--- src/rtl/contador_param.sv ---
// contador_param
//   Parametrised bank of per-channel event counters with a registered
//   request/index readout.  Each channel counts push strobes; a read returns
//   one channel's count one cycle after the request.
//
//   Parameters
//     NUM_CH       number of counted channels (1..2**IDX_W)
//     CNT_W        counter width in bits
//     IDX_W        width of the channel index
//     SATURATE     0: counters wrap past all-ones; 1: counters hold at all-ones
//     CLR_ON_READ  1: a served read clears the selected counter and its ovf flag
//
//   Ports
//     clk       rising-edge clock
//     reset_L   asynchronous active-low reset
//     push      per-channel increment strobe, one event per cycle high
//     clr_all   synchronous clear of all counters and ovf flags
//     req       read request, sampled every cycle
//     idx       channel selected by req
//     data      registered count of channel idx (pre-increment, pre-clear)
//     valid     data qualifier, high one cycle per served request
//     err_idx   high with valid when idx >= NUM_CH
//     ovf       sticky per-channel overflow flags
module contador_param #(
   parameter int NUM_CH      = 5,
   parameter int CNT_W       = 8,
   parameter int IDX_W       = 3,
   parameter int SATURATE    = 0,
   parameter int CLR_ON_READ = 0
) (
   input  logic              clk,
   input  logic              reset_L,
   input  logic [NUM_CH-1:0] push,
   input  logic              clr_all,
   input  logic              req,
   input  logic [IDX_W-1:0]  idx,
   output logic [CNT_W-1:0]  data,
   output logic              valid,
   output logic              err_idx,
   output logic [NUM_CH-1:0] ovf
);

   localparam logic [IDX_W:0] NUM_CH_L = (IDX_W+1)'(NUM_CH);

   logic [CNT_W-1:0]  cnt     [NUM_CH];
   logic [CNT_W-1:0]  cnt_nxt [NUM_CH];
   logic [NUM_CH-1:0] ovf_nxt;
   logic [NUM_CH-1:0] sel;
   logic [CNT_W-1:0]  rd_val;
   logic              idx_ok;

   // Widened compare so NUM_CH == 2**IDX_W is handled without overflow.
   assign idx_ok = ({1'b0, idx} < NUM_CH_L);

   // One-hot channel select and read mux; out-of-range indices select nothing.
   always_comb begin
      sel    = '0;
      rd_val = '0;
      for (int unsigned i = 0; i < NUM_CH; i++) begin
         if (idx == IDX_W'(i)) begin
            sel[i] = 1'b1;
            rd_val = cnt[i];
         end
      end
   end

   // Per-channel next state.  Priority: clr_all > clear-on-read > push.
   // A served clear-on-read still absorbs a same-cycle push (counter -> 1),
   // and an overflow in that same cycle keeps the ovf flag set.
   always_comb begin
      ovf_nxt = ovf;
      for (int unsigned i = 0; i < NUM_CH; i++) begin
         cnt_nxt[i] = cnt[i];
         if (clr_all) begin
            cnt_nxt[i] = '0;
            ovf_nxt[i] = 1'b0;
         end else begin
            if ((CLR_ON_READ != 0) && req && idx_ok && sel[i]) begin
               ovf_nxt[i] = 1'b0;
               cnt_nxt[i] = push[i] ? CNT_W'(1) : '0;
               if (push[i] && (cnt[i] == '1)) begin
                  ovf_nxt[i] = 1'b1;
               end
            end else if (push[i]) begin
               if (cnt[i] == '1) begin
                  ovf_nxt[i] = 1'b1;
                  cnt_nxt[i] = (SATURATE != 0) ? cnt[i] : '0;
               end else begin
                  cnt_nxt[i] = cnt[i] + 1'b1;
               end
            end
         end
      end
   end

   always_ff @(posedge clk or negedge reset_L) begin
      if (!reset_L) begin
         for (int unsigned i = 0; i < NUM_CH; i++) begin
            cnt[i] <= '0;
         end
         ovf <= '0;
      end else begin
         for (int unsigned i = 0; i < NUM_CH; i++) begin
            cnt[i] <= cnt_nxt[i];
         end
         ovf <= ovf_nxt;
      end
   end

   // Readout samples the counters before this edge's update, so the value
   // returned is pre-increment and pre-clear.  data holds when req is low.
   always_ff @(posedge clk or negedge reset_L) begin
      if (!reset_L) begin
         data    <= '0;
         valid   <= 1'b0;
         err_idx <= 1'b0;
      end else begin
         valid   <= req;
         err_idx <= req & ~idx_ok;
         if (req) begin
            data <= idx_ok ? rd_val : '0;
         end
      end
   end

endmodule

--- config.mk ---
export PLATFORM = sky130hd
export DESIGN_NAME = contador_param
export DESIGN_NICKNAME = d
export VERILOG_FILES = /design/src/rtl/contador_param.sv
export SDC_FILE = /design/constraint.sdc
export NUM_CORES = 1
export LEC_CHECK = 0
export ABC_AREA = 1
export BUFFER_PORTS_ARGS = -buffer_cell sky130_fd_sc_hd__buf_4
export CORE_MARGIN = 5
export CORE_UTILIZATION = 35
export DETAILED_ROUTE_END_ITERATION = 8
export PLACE_DENSITY_LB_ADDON = 0.12
export SETUP_SLACK_MARGIN = 0.5
export SLEW_MARGIN = 10
export SYNTH_ARGS = -nofsm -noshare
export SYNTH_HDL_FRONTEND = slang
export SYNTH_SLANG_ARGS = --single-unit
--- constraint.sdc ---
create_clock -name clk -period 1.23 [get_ports clk]
set_input_delay 0.246 -clock clk [delete_from_list [all_inputs] [get_ports clk]]
set_output_delay 0.246 -clock clk [all_outputs]
set_load 0.02 [all_outputs]
; Word level (Yosys, flattened, before mapping)
; Cells that the tools add are included.
[classes]
n_mux = 36
n_lt_le_gt_ge = 1
n_reduce_logical = 16
add_sub_neg = 5
n_bitwise = 2
n_eq_ne = 9
[op_table]
columns = op, n
row1 = $mux W8, 21
row2 = $add A8 B1 Y8 const B, 5
row3 = $eq A8 B8 Y1 const B, 5
row4 = $reduce_bool A2 Y1, 10
row5 = $mux W1, 15
row6 = $reduce_and A2 Y1, 5
row7 = $eq A3 B2 Y1 const B, 2
row8 = $eq A3 B1 Y1 const B, 1
row9 = $eq A3 B3 Y1 const B, 1
row10 = $logic_not A3 Y1, 1
row11 = $lt A3 B3 Y1 const B, 1
row12 = $and A1 B1 Y1, 1
row13 = $not A1 Y1, 1
[totals]
out_inout_bits = 15
input_bits = 12
elab_cells = 82
regBits = 55

; Logic depth before layout (Yosys ltp)
; Gate-level depths: netlist (run 1).
[depth]
depth_word = 7
depth_mapped = 8

; Least setup slack after synthesis (run 1)
; OpenSTA, ideal clock, no wires.
[synth_timing]
path_kind = flip-flop to flip-flop
startpoint = register cnt[24] in the netlist's numbering
endpoint = register cnt[29] in the netlist's numbering
synth_period_minus_slack_ns = 1.243
arrival_ns = 1.125
path_buffers = 0
setup_slack_ns = -0.013
t_required_ns = 1.112
setup_ns = 0.118
stages_incl_launch_ff = 9
path_cell_list = dfrtp_1 -> ha_1 -> nand2_1 -> nor2_1 -> nand2_1 -> nor2_1 -> nand2_1 -> nand2_1 -> nor2_1
[synth_via]
elab_chain_len = 4
elab_cells_between_ends = 5
[synth_lines]
columns = item, line_no
row1 = from (decl), 45  ; logic [CNT_W-1:0] cnt [NUM_CH];
row2 = "from (signal, indexed assignment)", 104  ; cnt[i] <= cnt_nxt[i];
row3 = $add A8 B1 Y8 / $eq A8 B8 Y1 (equally long branches), "89, 85"
row4 = $mux W8 *, 85  ; if (cnt[i] == '1) begin
row5 = $mux W8 *, 84  ; end else if (push[i]) begin
row6 = $mux W8 *, 74  ; if (clr_all) begin
; Every way passes the cells marked *; elsewhere a longest branch is shown, timed or not. The select of a mux whose other input is x is not followed.
; A chain may end at the register's enable or synchronous reset.

; Final worst setup path (run 1)
[layout_timing]
startpoint = register cnt[24] in the netlist's numbering
endpoint = register cnt[26] in the netlist's numbering
; The elaborated chain is that of the path after synthesis.

==> results of run 1 <==
-- area by class of cell --
class                      count  area [sq um]  share of cell area
clock buffer                   5          68.8              0.0146
clock inverter                 3          67.6              0.0143
inverter                      62           240              0.0510
multi-input combinational    308          1980               0.420
sequential                    55          1380               0.294
tap                          108           135              0.0287
timing repair buffer          86           835               0.177
-- layer usage --
metal  up-vias  part of all wire  wire (microns)
li1       1569                 -               -
met1      1425              0.48            4070
met2        46              0.48            4070
met3         5             0.035             302
met4         0             0.010              85
met5         -                 0               0
-- synth_stat cells --
library cell | number | share of area
nor2_1 | 65 | 0.077
nor3_4 | 1 | 0.0052
a22o_1 | 1 | 0.0028
nand4_1 | 25 | 0.050
nor4_1 | 1 | 0.0020
dfrtp_1 | 55 | 0.44
ha_1 | 5 | 0.020
a21oi_1 | 20 | 0.032
o21ai_0 | 11 | 0.017
xor2_1 | 7 | 0.019
nand2_1 | 107 | 0.13
nand3_1 | 33 | 0.052
inv_2 | 8 | 0.0095
nor2_2 | 5 | 0.0099
inv_1 | 53 | 0.063
nor2_4 | 4 | 0.014
nor3_2 | 1 | 0.0032
o21a_1 | 1 | 0.0024
nand3_2 | 1 | 0.0032
buf_2 | 5 | 0.0079
o21ai_1 | 6 | 0.0095
clkbuf_1 | 1 | 0.0012
clkinv_1 | 1 | 0.0012
nand2_2 | 2 | 0.0040
xnor2_1 | 1 | 0.0028
buf_6 | 1 | 0.0036
o21ai_2 | 1 | 0.0028
nand2_4 | 1 | 0.0036
nor3_1 | 9 | 0.014
buf_4 | 1 | 0.0024
-- cells by family after synthesis --
family | count (synthesis) | share of synthesized area
and+or+nand+nor | 255 | 0.366
buffers and inverters | 70 | 0.0889
DFF | 55 | 0.436
AOI/OAI and AO/OA | 40 | 0.0666
xor gates and xnor gates | 8 | 0.0222
adders and majority gates | 5 | 0.0198
-- per-stage QoR --
step	total power, W	instance area [sq um]	setup WS, ns	hold WS, ns	TNS, ns
after floorplan	0.00232	3330	-0.0128	-0.0496	-0.0294
after global placement	0.00263	3920	-0.000399	0.259	-0.000399
after detailed placement	0.00265	3920	-0.0185	0.261	-0.0480
after CTS	0.00418	4390	-0.0196	-0.0953	-0.116
after global routing	0.00444	4710	-0.125	-0.0891	-1.46
final	0.00421	4710	-0.0544	-0.114	-0.237
-- sequential cells by signal (all words and copies together), names as in the netlist --
name / cells
valid: 1
data: 8
err_idx: 1
cnt: 40
ovf: 5
-- repair_timing --
action,CTS,global route
endpoints found under the setup margin,68,68
resized for setup,61,67
setup buffers,14,10
pin swaps,37,37
hold endpoints to repair,55,55
-- worst max path at each step --
stage                     slack [ns]                   to  depth (start not counted)
after floorplan                -0.01  cnt[29]$_DFFE_PN0P_                          8
after global placement       -0.0004   cnt[4]$_DFFE_PN0P_                          6
after detailed placement       -0.02  cnt[21]$_DFFE_PN0P_                          8
after CTS                      -0.02  cnt[29]$_DFFE_PN0P_                          8
after global routing           -0.12  cnt[26]$_DFFE_PN0P_                          8
final                          -0.05  cnt[26]$_DFFE_PN0P_                          8
-- power groups by stage --
stage,sequential (W),clock [W],combinational [W]
3_5_place_dp,0.00199,0,0.000656
4_1_cts,0.00196,0.00150,0.000729
5_1_grt,0.00198,0.00158,0.000877
6_report,0.00197,0.00146,0.000788
2_1_floorplan,0.00203,0,0.000297
3_3_place_gp,0.00198,0,0.000649
==> impl_metrics.toml, run 1 <==
[drt]
drcViolationCount = 0
ant_nets = 0
drt_pass1_iterations = 4
vias = 3045
drt_iter0_drc = 97
vias_per_cell = 4.86
finalWirelength_microns = 8530
wl_per_cell_microns = 13.6

[setup_path]
cp_max_fo = 3
end_kind = "flip-flop"
worstReg2RegStart = "cnt[24]$_DFFE_PN0P_"
crit_start = "cnt[24]$_DFFE_PN0P_"
critical_path.max_stage_delay_ns = 0.38
critPathArrivalTime_ns = 1.49
critPathBufInv = 0
cpMaxStageDelayCell = "dfrtp_1"
start_kind = "flip-flop"
r2r_end = "cnt[26]$_DFFE_PN0P_"
r2r_slack_ns = -0.05
critical-path-top-delay-family = "simple AND/OR/NAND/NOR gates"
path_class = "flip-flop to flip-flop"
worstPathRequired_ns = 1.44
reg2reg_depth = 8
critPathMostFrequentCell = "nand2_2"
path_cells = "ha_2 > nand2_2 > nor2_4 > nand2_2 > nor2_4 > nand2_2 > nand2_2 > nor2_1"

[layout]
n_fill_cell = 825
final_common_cell = "nand2_1"
final_cell_mix = "nand2_1, nor2_1, dfrtp_1"
nets = 535
syn_to_final_growth_pct = 49.3
n_antenna_cell = 0
fin_cells = 627
drive_gt1_frac = 0.408
utilization = 0.538

[pwr]
p_per_area_mw_per_mm2 = 895
swShare = 0.274
internal_power_w = 0.00306
p_comb_frac = 0.187
p_seq_frac = 0.467
power.leakage_nw = 2.25
ir_worst_vdd_v = 0.000477
power_switching_w = 0.00115
clkPwrFrac = 0.346

[grt]
grt_most_used_layer = "met2"
grt_pass1_wl_microns = 14200
overflow = 0
grt_pass1_vias = 2932
use_met3 = 0.0351
use_met2 = 0.252
grt_usage = 0.157
antenna_found_initial = 0
grt_max_degree = 56
gr-usage-met1 = 0.213

[synth]
netlist_area_sq_mm = 0.00315
synth_nets = 450
avgSynthCellArea_sq_um = 7.28
yosysWarnings = 0
synthCells = 433
ys_seq_area_frac = 0.436
synth.distinct_cells = 30
ys_seq_elements = 55

[sta]
fmax_ghz = 0.779
slew_violations = 0
maxSlewHeadroom = 0.750
hold-worst-slack_ns = -0.114
fin_crit_sh = 1.04
final.setup.worst_slack_ns = -0.0544
setup_viol = 7
hold_viol_final = 55
fin_worst_skew_ns = 0.0108
period_minus_slack_ns = 1.28
rsz0062_at_grt = "true"
worst_pin_slew_ns = 0.373

[die]
die_y_microns = 105
die_w_microns = 105
rows = 34
coreArea_sq_mm = 0.00876
start_util = 0.360
io_pins = 27
die_area_sq_mm = 0.0110

[placed_design]
gp_congestion = 0.797
hpwlAfterDp_microns = 5990
place_inst = 595
port_buffers = 26

[clock_network]
clk_path_buf_depth = 2
cts_buffers = 5
path_clk_slew_ns = 0.10
cts-root-buf = "clkbuf_8"
clkSinkCount = 55
insertion_delay_ns = 0.32
tritoncts = "done"
ctsHtreeMaxLevel = 2

[min_path]
hold_class = "primary input to async pin"

[run]
maxCapViolations = 0

[outcome]
status = "finished with violations"
violations = "negative hold slack, negative setup slack"
Note: power is estimated with default switching activity, not from simulation.
==> inputs of run 2 (changes only) <==
- RECOVER_POWER: unset -> 50
- SETUP_SLACK_MARGIN: 0.5 -> 0.2
==> run 2 against run 1 <==
  * The flow finishes with violations (negative setup slack)
  * First-iteration DRC count up 10%
  * Core utilization down 1.9 points
  * Sequential power is essentially flat
  * Combinational power shrank 6.6%
  * Clock skew shrank 0.0052 ns
  * Design area decreased by 3.6%
  * Critical path depth is 1 lower
  * Critical endpoint is now cnt[19]$_DFFE_PN0P_
  * Highest routed layer unchanged
==> impl_metrics.toml, run 2 (synthesized netlist as in run 1, its figures left out) <==
[die]
coreArea_sq_mm = 0.00876
start_util = 0.360
io_pins = 27
rows = 34
die_area_sq_mm = 0.0110
die_w_microns = 105
die_y_microns = 105

[sta]
fin_worst_skew_ns = 0.00557
maxSlewHeadroom = 0.658
final.setup.worst_slack_ns = -0.0180
fin_crit_sh = 1.01
worst_pin_slew_ns = 0.512
rsz0062_at_grt = "true"
hold_viol_final = 0
fmax_ghz = 0.801
period_minus_slack_ns = 1.25
setup_viol = 3
slew_violations = 0

[outcome]
violations = "negative setup slack"
status = "finished with violations"

[grt]
grt_pass1_vias = 2807
grt_most_used_layer = "met2"
overflow = 0
use_met2 = 0.237
use_met3 = 0.0277
grt_max_degree = 56
antenna_found_initial = 0
gr-usage-met1 = 0.212
grt_pass1_wl_microns = 13800
grt_usage = 0.151

[setup_path]
start_kind = "flip-flop"
path_cells = "ha_4 > nand2_4 > nor2_4 > nand3_4 > nand2_4 > buf_12 > nor3_4"
worstPathRequired_ns = 1.43
end_kind = "flip-flop"
cp_max_fo = 3
path_class = "flip-flop to flip-flop"
critical_path.max_stage_delay_ns = 0.42
critPathArrivalTime_ns = 1.45
cpMaxStageDelayCell = "dfrtp_1"
critPathBufInv = 1
critical-path-top-delay-family = "simple AND/OR/NAND/NOR gates"
critPathMostFrequentCell = "nand2_4"

[layout]
drive_gt1_frac = 0.365
final_cell_mix = "nand2_1, buf_4, dfrtp_1"
largestRegisters = "cnt x40, data x8, ovf x5"
n_fill_cell = 835
n_antenna_cell = 0
syn_to_final_growth_pct = 44.0
nets = 537
final_common_cell = "nand2_1"
utilization = 0.518
largest_reg_flops = 40
regMostFlops = "cnt"

[placed_design]
gp_congestion = 0.840
hpwlAfterDp_microns = 5970
port_buffers = 26
post-place-ws_ns = -0.0468

[clock_network]
cts_buffers = 5
ctsHtreeMaxLevel = 2
cts-root-buf = "clkbuf_8"
clkSinkCount = 55
tritoncts = "done"
path_clk_slew_ns = 0.11
insertion_delay_ns = 0.31
clk_path_buf_depth = 2

[drt]
drcViolationCount = 0
wl_per_cell_microns = 13.5
finalWirelength_microns = 8460
drt_iter0_drc = 107
ant_nets = 0
drt_pass1_iterations = 4
vias = 3054
vias_per_cell = 4.86

[pwr]
power.leakage_nw = 2.18
ir_worst_vdd_v = 0.000588
p_per_area_mw_per_mm2 = 874

[min_path]
hold_class = "primary input to flip-flop"

[run]
maxCapViolations = 0
-- run 2: cell count changes in the layout (fill, tap and decap cells not counted), sizes merged --
cell	delta
clkinv	+1
dlygate4sd3	+1
clkinvlp	-1
bufinv	-1
clkbuf	+3
buf	-1
-- run 2: final timing paths --
path,from,endpoint,slack [ns],depth (start not counted)
hold / removal,req,valid$_DFF_PN0_,0.08,1
setup / recovery,cnt[16]$_DFFE_PN0P_,cnt[19]$_DFFE_PN0P_,-0.02,7
hold reg to reg,data[1]$_DFFE_PN0P_,data[1]$_DFFE_PN0P_,0.54,2
max in group asynchronous,reset_L,cnt[31]$_DFFE_PN0P_,0.33,3
setup reg to reg,cnt[16]$_DFFE_PN0P_,cnt[19]$_DFFE_PN0P_,-0.02,7
min in group asynchronous,reset_L,cnt[19]$_DFFE_PN0P_,0.53,3
-- run 2: through the flow --
stage | cells | total power, W | instance area (sq um) | hold slack, ns | TNS, ns
3_3_place_gp | 591 | 0.00259 | 3790 | 0.261 | -0.106
6_report | 629 | 0.00397 | 4540 | 0.0819 | -0.0402
3_5_place_dp | 591 | 0.00260 | 3790 | 0.257 | -0.186
4_1_cts | 615 | 0.00398 | 4220 | 0.0431 | 0
5_1_grt | 629 | 0.00418 | 4540 | 0.0768 | -1.23
2_1_floorplan | 433 | 0.00228 | 3220 | -0.0496 | -0.0294
-- run 2: final cells by class --
type / instances / area, sq um / share of cell area
flip-flops and latches: 55 / 1380 / 0.303
well taps: 108 / 135 / 0.0297
clock inverters: 2 / 35.0 / 0.00771
inverters: 62 / 235 / 0.0518
multi-input cells: 308 / 1870 / 0.411
clock buffers: 6 / 82.6 / 0.0182
repair buffers: 88 / 807 / 0.178
-- run 2: per-layer routing --
| metal | wire [microns] | up-vias |
|---|---|---|
| met5 | 0 | - |
| met4 | 132 | 0 |
| met3 | 265 | 11 |
| met2 | 4060 | 46 |
| met1 | 4000 | 1434 |
| li1 | - | 1563 |
-- run 2: what timing repair did --
| action | in CTS | in global routing |
|---|---|---|
| pin swaps | 15 | 26 |
| hold buffers | 1 | 0 |
| buffers inserted | 15 | 14 |
| endpoints found under the setup margin | 58 | 62 |
| resized for setup | 49 | 55 |
| hold endpoints to repair | 55 | 0 |
-- run 2: power by group --
group | switching [W] | total [W] | internal (W)
sequential | 0.0000653 | 0.00195 | 0.00188
clock | 0.000625 | 0.00129 | 0.000661
combinational | 0.000409 | 0.000736 | 0.000328
